`config.mk`:
```
export PLATFORM = sky130hd
export DESIGN_NAME = aes_round_ctrl
export DESIGN_NICKNAME = d
export VERILOG_FILES = /design/src/rtl/aes_round_ctrl.sv
export SDC_FILE = /design/constraint.sdc
export NUM_CORES = 1
export LEC_CHECK = 0
export CORE_AREA = 2 2 251 253
export CTS_BUF_LIST = sky130_fd_sc_hd__clkbuf_16
export CTS_CLUSTER_SIZE = 25
export DETAILED_ROUTE_END_ITERATION = 6
export DIE_AREA = 0 0 253 255
export DONT_BUFFER_PORTS = 1
export SLEW_MARGIN = 20
export SYNTH_ARGS = -nofsm -noshare
export SYNTH_HDL_FRONTEND = slang
export SYNTH_SLANG_ARGS = --single-unit
```
`constraint.sdc`:
```
create_clock -name clk -period 24.2 [get_ports clk]
set_input_delay 4.84 -clock clk [delete_from_list [all_inputs] [get_ports clk]]
set_output_delay 4.84 -clock clk [all_outputs]
set_load 0.1 [all_outputs]
```
`src/rtl/aes_round_ctrl.sv`:
```
// aes_round_ctrl: AES-128 round sequencer driving an external round datapath and round-key source.
// Define AES_ROUND_CTRL_ABORT_EN to add the i_abort input that cancels a run while waiting for a key.
module aes_round_ctrl (
  input  logic         clk,
  input  logic         rst_n,
  input  logic         i_start,
  input  logic [127:0] i_data_in,
`ifdef AES_ROUND_CTRL_ABORT_EN
  input  logic         i_abort,
`endif
  output logic         o_busy,
  output logic         o_done,
  output logic [127:0] o_data_out,
  output logic         o_key_req,
  output logic [3:0]   o_key_round,
  input  logic         i_key_valid,
  input  logic [127:0] i_round_key,
  output logic [127:0] o_rnd_state,
  output logic         o_rnd_mix_en,
  input  logic [127:0] i_rnd_result
);
  typedef enum logic [1:0] {IDLE, KEY_WAIT, DONE} state_e;
  state_e       state_q, state_d;
  logic [3:0]   rnd_q, rnd_d;
  logic [127:0] data_q, data_d, st_q, st_d, out_q, out_d, key_x;
  logic         abort;
`ifdef AES_ROUND_CTRL_ABORT_EN
  assign abort = i_abort;
`else
  assign abort = 1'b0;
`endif
  always_comb begin
    state_d = state_q;
    rnd_d   = rnd_q;
    data_d  = data_q;
    st_d    = st_q;
    out_d   = out_q;
    key_x   = (rnd_q == 4'd0 ? data_q : i_rnd_result) ^ i_round_key;
    case (state_q)
      IDLE: if (i_start) begin
        state_d = KEY_WAIT;
        rnd_d   = 4'd0;
        data_d  = i_data_in;
      end
      KEY_WAIT: if (abort) begin
        state_d = IDLE;
        rnd_d   = 4'd0;
      end else if (i_key_valid) begin
        if (rnd_q == 4'd10) begin
          out_d   = key_x;
          state_d = DONE;
        end else begin
          st_d  = key_x;
          rnd_d = rnd_q + 4'd1;
        end
      end
      DONE: begin
        state_d = IDLE;
        rnd_d   = 4'd0;
      end
      default: state_d = IDLE;
    endcase
  end
  always_ff @(posedge clk or posedge rst_n)
    if (rst_n) begin
      state_q <= IDLE;
      rnd_q   <= 4'd0;
      data_q  <= '0;
      st_q    <= '0;
      out_q   <= '0;
    end else begin
      state_q <= state_d;
      rnd_q   <= rnd_d;
      data_q  <= data_d;
      st_q    <= st_d;
      out_q   <= out_d;
    end
  assign o_busy       = state_q != IDLE;
  assign o_done       = state_q == DONE;
  assign o_key_req    = state_q == KEY_WAIT;
  assign o_key_round  = rnd_q;
  assign o_data_out   = out_q;
  assign o_rnd_state  = st_q;
  assign o_rnd_mix_en = rnd_q != 4'd10;
endmodule

```
==> Word-level counts from Yosys, hierarchy flattened <==
Index checks and enable logic that the tools add are counted.
{ "totals": {"ff_bits": 390, "latch_bits": 0, "ram_bits": 0, "romBits": 0, "in_bits": 388, "mem_count": 0} }
{ "op_classes": {"add_sub_neg": 1, "multipliers": 0, "div": 0, "n_lt_le_gt_ge": 0, "eq_ne": 8, "n_shift": 0, "muxes": 9, "bitwise": 2, "reduce_logical": 9} }
{ "ops": {"columns": ["op", "n"], "rows": [
  ["two-way mux 128 bit", 1],
  ["XOR 128 bit", 1],
  ["two-way mux 4 bit", 3],
  ["case mux 4 bit (3 select lines)", 1],
  ["AND reduction 3 bit", 3],
  ["two-way mux 2 bit", 3],
  ["adder 4 x 1 -> 4 bit (second input constant)", 1],
  ["== test 4 bit (second input constant)", 1],
  ["logical NOT 4 bit", 1],
  ["inequality test 2 x 1 -> 1 bit (second input constant)", 2],
  ["inequality test 2 bit (second input constant)", 2],
  ["inequality test 4 bit (second input constant)", 1],
  ["case mux 2 bit (2 select lines)", 1],
  ["AND reduction 4 bit", 1],
  ["nonzero test 3 bit", 1],
  ["== test 2 x 1 -> 1 bit (second input constant)", 1],
  ["== test 2 bit (second input constant)", 1],
  ["logical NOT 2 bit", 1],
  ["AND reduction 2 bit", 1],
  ["nonzero test 2 bit", 1],
  ["inverter 1 bit", 1]
]} }

==> Depth between registers and ports, before layout <==
{ "logic_depth": {"ltp_word": 4, "ltp_mapped": 8, "depth_no_buf": 7} }

==> Least setup slack after synthesis <==
No wires, ideal clock.
{ "synth_path": {"kind": "reg2out", "start": "reg state_q[0]", "end": "out o_key_req", "arrival_time_ps": 1847, "required_time_ps": 19360, "setup_slack_ps": 17513, "stages_incl_launch_ff": 3, "cell_sequence": "dfrtp_1 buf_2 nor2b_1"} }
{ "synth_between": {"elab_chain_len": 1} }
{ "synth_rtl": {"columns": ["element", "line_no", "text"], "rows": [
  ["start, declared", "23", "state_e state_q, state_d;"],
  ["start signal, assigned", "72", "state_q <= state_d;"],
  ["== test 2 x 1 -> 1 bit", "80", "assign o_key_req = state_q == KEY_WAIT;"],
  ["end, declared", "14", "output logic o_key_req,"]
]} }
No other way between the ends.

==> Final worst setup path <==
{ "layout_path": {"start": "reg rnd_q[0] (netlist: o_key_round[0])", "end": "out o_rnd_mix_en"} }
{ "layout_between": {"elab_chain_len": 1} }
{ "layout_rtl": {"columns": ["element", "line_no", "text"], "rows": [
  ["start, declared", "24", "logic [3:0] rnd_q, rnd_d;"],
  ["start signal, assigned", "73", "rnd_q <= rnd_d;"],
  ["inequality test 4 bit", "84", "assign o_rnd_mix_en = rnd_q != 4'd10;"],
  ["end, declared", "19", "output logic o_rnd_mix_en,"]
]} }
No other way between the ends.

==> summary.txt <==
Yosys
  • Cell with the most instances after synthesis: dfrtp_1
  • Top cell type's share of synthesized area: 56.2%
  • EDFF count, synth: 0
  • Synthesis Warnings: 0
  • Commonest cells post-synth: dfrtp_1, mux2_2, mux2i_1
  • Post-synthesis cell area: 0.0174 mm2
  • Ranking of synthesized cells by area: dfrtp_1, mux2_2, mux2_1
  • Synth area leader: dfrtp_1
  • Post-synth top flop: dfrtp_1
  • Flops & latches, synth: 390
  • Yosys cell types: 31
  • Syn_nets: 1,513
  • Cell count after synthesis: 1,122
  • Synthesized area per cell: 15.5 um2
  • Async S/R FF share, synth: 100%
  • Post-synthesis sequential area ratio: a little under three fifths

Timing
  • Final Setup Violations: 0
  • Slew @ Worst Pin: 1.11 ns
  • Max Freq: 135 MHz
  • RSZ-0062 raised after global routing: false
  • Slew HR: 26.0%
  • Final Cycle Share: between 30% and 40%
  • Setup_tns: 0 ns
  • Final Hold Vio Count: 0
  • Clock Skew: 0.0162 ns
  • Slew Viols, Final: 0
  • Minimum clock period: 7.39 ns

Final layout
  • Multi-input gate area: 0.00699 mm2
  • Register cell area after layout: 0.00976 mm2
  • Layout cells sized above 1: 28.7%
  • Area delta synth->final: 10.4%
  • Filler cells: 6,162
  • Nets: 1,515

Route
  • Via-to-Cell Ratio: 4.63
  • # DRC: 0
  • Drt total wl: 42,500 um
  • Via count: 9,035
  • Iter 0 DRT Violations: 324
  • Antenna Nets Post-Route: 0
  • Per-cell routed wire length: around 22 um
  • DRT Pass-1 Iters: 4

Die
  • I/O pin cnt: approximately 650
  • Site row count: 92
  • Starting Density: 28.0%
  • Area of the die: 0.0645 mm2
  • Die Y: 255 um
  • Die Wd: 253 um
  • Core area: 0.0622 mm2

Place
  • GPL Wtd Cong: 0.816
  • DP Wirelength: 31,600 um
  • Port Buffers: 0

Critical path
  • Critical Path Fanout Max: 6
  • Peak per-stage delay on the critical path: 1.04 ns
  • Critical R2R Launch: o_key_round[0]
  • CP cell instances: inv_1 -> ha_1 -> and3b_2 -> inv_4
  • CP endpoint kind: output pin
  • Critical path class: register to output pin
  • Slowest cell on crit path: dfrtp_1
  • Critical Path AT: 2.55 ns
  • Delay-heaviest family, CP: flip-flops
  • Worst setup SP type: register
  • Worst path required time: about 19 ns
  • Crit path launch: o_key_round[0]
  • CP Buf/Inv Count: 2

GRT
  • Initial antenna violation count: 2
  • Congestion Overflow GR: 0
  • Vias in the first global route: around 9.6k
  • Global-route usage over all layers: 12.3%
  • First-pass GRT wire length: 60,800 um
  • Pin count of the biggest net entering global routing: 108

Clocking
  • Clk_lat worst skew: 0.55 ns
  • Clock-pin slew on the worst setup and hold paths: roughly 0.050 ns
  • CTS root buffer: clkbuf_16
  • H-tree depth: 2
  • Post_cts resized: 0
  • Post-CTS Setup Repair Bufs: 0
  • CTS tree: built
  • CTS sink cnt: between 300 and 400
  • TritonCTS buffer count: 43
  • CTS Buffer Depth: 3
  • # hold bufs at CTS: 0

Hold path
  • HP Start: data_q[77]
  • Hold Path Class: register to register

Flow run
  • Max-cap violation count: 0

Status
  • Status: completed
[kinds of logic after synthesis]
| group | Yosys count | synth area share [%] |
|---|---|---|
| multiplexers | 513 | 32.5 |
| flip-flops | 390 | 56.2 |
| XOR/XNOR | 128 | 6.45 |
| buffers and inverters | 62 | 3.67 |
| AND/OR/NAND/NOR | 20 | 0.763 |
| AO/OA/AOI/OAI | 6 | 0.230 |
| adder cells (fa/ha/maj) | 3 | 0.216 |
[cell type report]
cell class,instances,area share [%]
clock inverters,27,0.868
clock buffers,45,5.87
diodes,1,0.0130
well taps,799,5.21
multi-input cells,670,36.4
repair buffers,14,0.568
flip-flops and latches,390,50.9
inverters,5,0.150
[metrics by stage]
stage | cell area [um2] | setup WS, ns | hold slack (ns) | util (%) | cells
2_1_floorplan | 17400 | 8.52 | 0.458 | - | 1122
5_1_grt | 19200 | 16.69 | 0.491 | 30.9 | 1951
4_1_cts | 19200 | 16.77 | 0.488 | 30.8 | 1950
3_3_place_gp | 17900 | 16.92 | 0.467 | 28.8 | 1878
6_report | 19200 | 16.81 | 0.485 | 30.9 | 1951
3_5_place_dp | 17900 | 16.85 | 0.476 | 28.8 | 1878
[cells in the final DEF (no fill, tap or decap), types with 2 or more instances in the layout]
cell       instances
clkbuf_16         45
buf_4             13
mux2_2           248
nand3_1            4
nor2_4             3
nor2b_2            2
ha_1               3
mux2_1           128
dfrtp_1          390
mux2_4             8
nand2_1            4
mux2i_1          129
bufinv_16          2
clkinv_1           8
inv_1             16
clkinv_2           2
xnor2_1          128
[registers in the layout, indices dropped and copies added (netlist names)]
| name | count |
|---|---|
| state_q | 2 |
| o_rnd_state | 128 |
| data_q | 128 |
| o_key_round | 4 |
| o_data_out | 128 |
[layer usage]
metal	track usage, %	wire length (um)	vias up
met3	4.17	3830	77
met4	4.40	1200	2
met5	0	16	-
met2	22.4	22500	395
met1	13.1	14900	4623
li1	-	-	3938
[worst paths after layout]
check,slack (ns),endpoint,cells past startpoint
min in group asynchronous,4.26,data_q[95],1
max reg2reg,20.14,o_data_out[69],8
min,0.49,data_q[77],1
max,16.81,o_rnd_mix_en,4
max in group asynchronous,17.68,data_q[62],3
min reg2reg,0.49,data_q[77],1
[worst reg2reg max path: stages (launching register included)]
cell and delay [ns]:
dfrtp_1 0.79, inv_1 0.24, ha_1 0.17, nor3b_4 0.16, buf_4 0.57, buf_4 0.78
mux2i_1 0.66, xnor2_1 0.24, mux2_2 0.31
Power is left out: the tool's default activity adds up to more than one toggle a clock period on the data nets, which glitch-free logic cannot reach.
